==> src/rtl/and4_vector_sequencer.sv <==
// and4_vector_sequencer: self-test stage for a 4-input AND gate.
// It steps a,b,c,d through all 16 vectors, counting up from 0 (a = LSB). Each
// vector is held for HOLD_CYCLES cycles, and f_in is compared against a&b&c&d
// in the last cycle of each hold.
// Optional build macro AND4_VECTOR_SEQ_FIRST_FAIL_EN adds fail_vec/fail_seen,
// which capture the first mismatching vector of a run.
//
// Handshake: start is a request with no acknowledge. It is acted on only when
// the sequencer is in IDLE. In any other state it is ignored, and it is never
// queued. If start is held high, a new run is accepted on every IDLE cycle.
module and4_vector_sequencer #(
  parameter int unsigned HOLD_CYCLES = 5   // legal range 2..255
) (
  input  logic       clk,
  input  logic       rst_n,
  input  logic       start,
  input  logic       f_in,
  output logic       a,
  output logic       b,
  output logic       c,
  output logic       d,
  output logic       busy,
  output logic       done,
  output logic       pass,
  output logic [4:0] err_count,
  output logic [1:0] state_dbg
`ifdef AND4_VECTOR_SEQ_FIRST_FAIL_EN
  ,
  output logic [3:0] fail_vec,
  output logic       fail_seen
`endif
);

  localparam logic [1:0] ST_IDLE   = 2'd0;
  localparam logic [1:0] ST_HOLD   = 2'd1;
  localparam logic [1:0] ST_CHECK  = 2'd2;
  localparam logic [1:0] ST_FINISH = 2'd3;

  // HOLD lasts HOLD_CYCLES-1 cycles; the CHECK cycle completes the hold.
  localparam logic [7:0] HOLD_LAST = 8'(HOLD_CYCLES - 2);

  logic [1:0] state;
  logic [7:0] hold_cnt;
  logic [3:0] vec;
  logic       mismatch;
  logic [4:0] err_next;

  // Compare happens only in CHECK, after f_in has had HOLD_CYCLES-1 cycles to settle.
  assign mismatch = (state == ST_CHECK) && (f_in != (&vec));
  assign err_next = err_count + {4'd0, mismatch};

  assign a         = vec[0];
  assign b         = vec[1];
  assign c         = vec[2];
  assign d         = vec[3];
  assign state_dbg = state;

  // Main sequencer: vector stepping, hold timing, mismatch count and run status.
  always_ff @(posedge clk) begin
    if (!rst_n) begin
      state     <= ST_IDLE;
      hold_cnt  <= 8'd0;
      vec       <= 4'd0;
      busy      <= 1'b0;
      done      <= 1'b0;
      pass      <= 1'b0;
      err_count <= 5'd0;
    end else begin
      done <= 1'b0;
      case (state)
        ST_IDLE: begin
          vec <= 4'd0;
          if (start) begin
            state     <= ST_HOLD;
            hold_cnt  <= 8'd0;
            err_count <= 5'd0;
            pass      <= 1'b0;
            busy      <= 1'b1;
          end
        end
        ST_HOLD: begin
          hold_cnt <= hold_cnt + 8'd1;
          if (hold_cnt == HOLD_LAST) begin
            state <= ST_CHECK;
          end
        end
        ST_CHECK: begin
          err_count <= err_next;
          if (vec != 4'hF) begin
            vec      <= vec + 4'd1;
            hold_cnt <= 8'd0;
            state    <= ST_HOLD;
          end else begin
            state <= ST_FINISH;
            busy  <= 1'b0;
            done  <= 1'b1;
            pass  <= (err_next == 5'd0);
          end
        end
        ST_FINISH: begin
          vec   <= 4'd0;
          state <= ST_IDLE;
        end
        default: begin
          state <= ST_IDLE;
        end
      endcase
    end
  end

`ifdef AND4_VECTOR_SEQ_FIRST_FAIL_EN
  // First-failure capture: cleared when a run starts, written only on the first mismatch.
  always_ff @(posedge clk) begin
    if (!rst_n) begin
      fail_vec  <= 4'd0;
      fail_seen <= 1'b0;
    end else if (state == ST_IDLE && start) begin
      fail_vec  <= 4'd0;
      fail_seen <= 1'b0;
    end else if (mismatch && !fail_seen) begin
      fail_vec  <= vec;
      fail_seen <= 1'b1;
    end
  end
`endif

endmodule
==> config.mk <==
export PLATFORM = sky130hd
export DESIGN_NAME = and4_vector_sequencer
export DESIGN_NICKNAME = d
export VERILOG_FILES = /design/src/rtl/and4_vector_sequencer.sv
export SDC_FILE = /design/constraint.sdc
export NUM_CORES = 1
export LEC_CHECK = 0
export ABC_AREA = 1
export CAP_MARGIN = 10
export CORE_MARGIN = 8
export CORE_UTILIZATION = 56
export CTS_CLUSTER_SIZE = 10
export DETAILED_ROUTE_END_ITERATION = 16
export PLACE_DENSITY = 0.92
export SLEW_MARGIN = 30
export SYNTH_ARGS = -nofsm -noshare
export SYNTH_HDL_FRONTEND = slang
export SYNTH_SLANG_ARGS = --single-unit
==> constraint.sdc <==
create_clock -name clk -period 3.4 [get_ports clk]
set_clock_uncertainty 0.1 [all_clocks]
set_input_delay 0.68 -clock clk [delete_from_list [all_inputs] [get_ports clk]]
set_output_delay 0.68 -clock clk [all_outputs]
set_load 0.1 [all_outputs]
=== Word level (Yosys, flattened, before mapping) ===
Cells that the tools add are included.

* Add/sub/neg operators: 3
* Eq/ne operators: 10
* Muxes and demuxes: 18
* Reduce and logical (&&, ||, !) cells: 14

{| class="wikitable"
|+ Operators by type and width
! cell !! count
|-
| $pmux 8 s3 || 1
|-
| $mux 8 || 2
|-
| $pmux 5 s2 || 1
|-
| $add 8x1->8 const B || 1
|-
| $eq 8x2->1 const B || 1
|-
| $pmux 2 s4 || 1
|-
| $pmux 4 s2 || 1
|-
| $reduce_and 2->1 || 4
|-
| $mux 2 || 3
|-
| $ne 2x2->1 const B || 3
|-
| $reduce_and 3->1 || 2
|-
| $add 5x1->5 || 1
|-
| $logic_not 5->1 || 1
|-
| $mux 1 || 5
|-
| $mux 5 || 1
|-
| $add 4x1->4 const B || 1
|-
| $eq 2x2->1 const B || 2
|-
| $mux 4 || 1
|-
| $ne 4x4->1 const B || 1
|-
| $pmux 1 s2 || 2
|-
| $reduce_and 4->1 || 1
|-
| $reduce_bool 2->1 || 2
|-
| $reduce_bool 3->1 || 1
|-
| $eq 2x1->1 const B || 1
|-
| 5 further kinds || 5
|}

* Flip-flop bits (word level): 22
* Input port bits: 4
* Logic and storage cells: 52

=== Depth between registers and ports, before layout ===
* Word-level depth: 7
* Mapped depth: 14
* Mapped depth without buffers: 14

=== Worst setup path before layout ===
No wires, ideal clock.

* Path type: register to register
* Start: register state[0] (netlist: state_dbg[0])
* End: register pass
* Setup time: 0.070 ns
* Arrival time: 2.699 ns
* Setup slack: 0.531 ns
* Stages on the path, launching flop included: 14
* Path buffers: 0
* Period minus slack after synthesis: 2.869 ns
* Cells stage by stage: dfxtp_1 > inv_1 > ha_1 > inv_2 > nor2_2 > nor2_1 > a21oi_1 > ha_1 > ha_1 > nor3_1 > nand2_1 > nor2_1 > nand2_1 > a21oi_1

* Cells in the longest elaborated chain, start to end: 6
* Elaborated cells on any way between the ends: 11
* Those cells by class: add/sub (1); eq/ne (3); mux (2); reduce/logical (5)

{| class="wikitable"
|+ RTL lines
! what !! line !! RTL
|-
| start, declared || 42 || <nowiki>logic [1:0] state;</nowiki>
|-
| start signal, assigned || 61 || <nowiki>state <= ST_IDLE;</nowiki>
|-
| start signal, assigned || 74 || <nowiki>state <= ST_HOLD;</nowiki>
|-
| start signal, assigned || 84 || <nowiki>state <= ST_CHECK;</nowiki>
|-
| $eq 2x2->1 || 49, 70 ||
|-
| $logic_and 1x1->1 || 49 || <nowiki>assign mismatch = (state == ST_CHECK) && (f_in != (&vec));</nowiki>
|-
| $add 5x1->5 || 50 || <nowiki>assign err_next = err_count + {4'd0, mismatch};</nowiki>
|-
| $logic_not 5->1 || 97 || <nowiki>pass <= (err_next == 5'd0);</nowiki>
|-
| $mux 1 || 89 || <nowiki>if (vec != 4'hF) begin</nowiki>
|-
| $pmux 1 s2 || 70 || <nowiki>case (state)</nowiki>
|-
| end signal, assigned || 97 ||
|-
| end, declared || 24 || <nowiki>output logic pass,</nowiki>
|}

Parallel ways exist; a longest one is shown, timed or not. The select of a mux whose other input is x is not followed.
A chain may end at the register's enable or synchronous reset.

=== Worst setup path in the final report ===
Same ends and word-level chain as after synthesis.

==> results list <==
- Post-synthesis instance total: 177
* Longest individual stage delay on the worst path: 390 ps
- Share of the clock period used by the worst path after layout: 69.8%
- Detailed-route vias per instance: 5.23
- Hold crit path type: flip-flop to flip-flop
* Number of buffers inserted by hold repair at cts: 0
* Max Fanout on Critical Path: 7
* Most frequently used cell type in the post-synthesis netlist: sky130_fd_sc_hd__nand2_1
- Clock-pin slew was measured on the worst setup and hold paths at 120 ps.
- In this run the horizontal extent of the chip is 62.2 µm.
* PortBufs: 17
- The number of global-route vias before repair came to 1137.
- Clock tree from TritonCTS: yes
- Post-layout total power: 0.851 mW
- In this design, the critical path's most frequently occurring cell is sky130_fd_sc_hd__ha_1.
* Minimum setup slack among reg-to-reg paths: 1030 ps
- Clock sink count: 22
- The first global-routing pass estimated 4660 µm of wire.
- The floorplan has 16 rows.
- Yosys top cell area share: 36.9%
- Share of synthesized flip-flops with an asynchronous set or reset: 0%
* RSZ-0062 raised after global routing: false
- Biggest area contributors in the synthesized netlist: sky130_fd_sc_hd__dfxtp_1 37%, sky130_fd_sc_hd__nand2_1 17%, sky130_fd_sc_hd__ha_1 8.4%
* Number of max-cap violations: 0
- STA classifies the critical path startpoint as a flip-flop.
- For this run, the leading register cell type out of synthesis is sky130_fd_sc_hd__dfxtp_1.
* Worst IR drop on VDD: 0.600 mV
- The synthesized netlist occupies a cell area of 1190 µm².
* Routed wire length: 2610 µm
- Counting flops with a built-in enable in the synthesized netlist gives 0.
* Total negative slack: 0 ps
* Die Height: 62.2 µm
- Cells with a size suffix above 1 make up 13.3% of the layout.
* Net count, final: 209
- Dividing the detail-routed wire length by the instance count gives 11.7 µm.
* Number of fill cells: 177
- Setup violators final: 0
* Post-Syn Area per Cell: 6.74 µm²
- Type of the worst setup path: flip-flop to flip-flop
- Overall track demand over capacity in global routing: 13.6%
- Die Area: 3870 µm²
* Placeable core region: 1980 µm²
- After legalization and detailed placement, the total HPWL measured 2040 µm.
- For this block, the initial DRC count from the detailed router was 28.
- After synthesis, the most frequently instantiated cells are 55 x sky130_fd_sc_hd__nand2_1, 22 x sky130_fd_sc_hd__dfxtp_1, 20 x sky130_fd_sc_hd__inv_1, 20 x sky130_fd_sc_hd__nor2_1, 17 x sky130_fd_sc_hd__a21oi_1.
- For the pin with the worst max-slew slack, the measured transition is 434 ps.
- Sequential element share of the synthesized area: 36.9%
- Standard cell with the maximum stage delay on the critical path: sky130_fd_sc_hd__dfxtp_1
* Ant. Diodes: 0
* Routed via count: 1161
* Maximum number of pins on one net before global-route repair: 13
* Area used by multi-input combinational logic: 656 µm²
- Clock latency on the worst-skew pair, taken at its later pin, is 300 ps.
- Maximum level of the CTS H-tree: 1
* Nature of the critical path endpoint: flip-flop
- Buffers inserted by post-CTS timing repair: 0
* Number of distinct library cells after synthesis: 21
- Initial core utilization: 60.2%
- After global routing the overflow that remains totals 0.
- At the end of routability-driven placement, the weighted congestion stood at 0.824.
- The biggest area contributor in the post-synthesis netlist is sky130_fd_sc_hd__dfxtp_1.
- Number of antenna violations at the first check in global routing: 0
- Status: finished clean
- Residual DRC count: 0
- Power spread over the standard cell area amounts to 621 nW/µm².
- Crit path DAT: 2520 ps
- Max-Slew Margin vs Limit: 71.0%
- Final slew viol count: 0
- The root buffer cell chosen for the clock tree is sky130_fd_sc_hd__clkbuf_4.
- The area growth from synthesis to layout is 14.8%.
- Post-detailed-route count of antenna-violating nets: 0
* Hold violation count in the final report: 0
* Count of instances resized after the clock tree is built: 0
* Worst path cell trace: inv_1, ha_1, inv_2, nor2_2, nor2_1, a21oi_1, ha_1, ha_1, nor3_1, nand2_1, nor2_1, nand2_1, a21oi_1
* Shortest period the worst path allows: 2370 ps
* Clock Path Buffers: 2
* Flip-flop and latch count after synthesis: 22
* Sequential standard cell area: 440 µm²
- The pre-antenna-repair detailed-routing pass consisted of 4 iterations.
- Static timing analysis puts the maximum clock frequency at 421 MHz.
- Pin placement for this block handled 18 I/O pins.
* Num CTS Buffers: 3
- Synth warnings: 0
- Static power due to leakage: 0.586 nW
* CP Data Required Time: 3540 ps
- The number of nets handed over by synthesis was 189.
per-layer routing:
layer	vias to the layer above	GRT usage [%]	part of all wire, %
met5	-	0	0
met4	0	4.08	1.0
met3	4	2.87	4.3
met2	25	24.3	50
met1	528	15.7	45
li1	604	-	-
kinds of logic after synthesis:
logic type	after synthesis	synth area share, %
buffers and inverters	24	8.18
xor gates and xnor gates	2	1.47
and+or+nand+nor	97	34.0
DFF	22	36.9
adders and majority gates	8	8.39
AOI/OAI and AO/OA	24	11.1
layout make-up:
class | count | share of cell area, %
inverter | 22 | 6.03
sequential | 22 | 32.1
timing repair buffer | 17 | 9.86
clock buffer | 3 | 1.64
multi-input combinational | 131 | 47.9
tap | 27 | 2.47
cells in the final DEF, fill, tap and decap left out:
| cell type | count |
|---|---|
| sky130_fd_sc_hd__clkdlybuf4s50_1 | 3 |
| sky130_fd_sc_hd__or2_2 | 1 |
| sky130_fd_sc_hd__nand2_2 | 2 |
| sky130_fd_sc_hd__nand4_1 | 4 |
| sky130_fd_sc_hd__xnor2_1 | 2 |
| sky130_fd_sc_hd__inv_1 | 20 |
| sky130_fd_sc_hd__a2bb2oi_1 | 1 |
| sky130_fd_sc_hd__buf_4 | 14 |
| sky130_fd_sc_hd__o21ai_2 | 2 |
| sky130_fd_sc_hd__a31oi_1 | 1 |
| sky130_fd_sc_hd__inv_2 | 2 |
| sky130_fd_sc_hd__dfxtp_1 | 22 |
| sky130_fd_sc_hd__clkbuf_4 | 3 |
| sky130_fd_sc_hd__ha_1 | 8 |
| sky130_fd_sc_hd__o21ai_0 | 3 |
| sky130_fd_sc_hd__a21oi_1 | 17 |
| sky130_fd_sc_hd__nand3b_1 | 1 |
| sky130_fd_sc_hd__nand3_1 | 8 |
| sky130_fd_sc_hd__nor3_1 | 4 |
| sky130_fd_sc_hd__nor2_2 | 2 |
| sky130_fd_sc_hd__nand2_1 | 55 |
| sky130_fd_sc_hd__nor2_1 | 20 |
flip-flops by register name (all words and copies together) (netlist names):
| name | count |
|---|---|
| hold_cnt | 8 |
| done | 1 |
| busy | 1 |
| vec | 4 |
| state_dbg | 2 |
| pass | 1 |
| err_count | 5 |
critical path, delay by kind of cell (launching register included):
family | cells | cell delay (ps)
DFF | 1 | 390
buffers and inverters | 2 | 190
AOI/OAI and AO/OA | 2 | 240
adders and majority gates | 3 | 760
and+or+nand+nor | 6 | 630
metrics by stage:
step,area (µm²),util [%],std cells,hold slack (ps),setup slack [ps]
global placement,1350,68.0,219,354,1010
detailed placement,1350,68.0,219,361,905
finish,1370,69.1,222,381,1030
global route,1370,69.1,222,395,749
floorplan,1190,-,177,352,531
CTS,1370,69.1,222,379,1030
where the power goes:
part,leakage [nW],total (mW),internal [mW],switching [mW]
Combinational,0.394,0.425,0.110,0.315
Clock,0.0138,0.117,0.0413,0.0760
Sequential,0.178,0.309,0.283,0.0262
path summary, 6_finish.rpt:
check	start	to	cells past startpoint
setup reg to reg	state_dbg[0]	pass	13
hold / removal	busy	busy	2
setup / recovery	state_dbg[0]	pass	13
hold reg to reg	busy	busy	2
(Power assumes the default switching activity.)
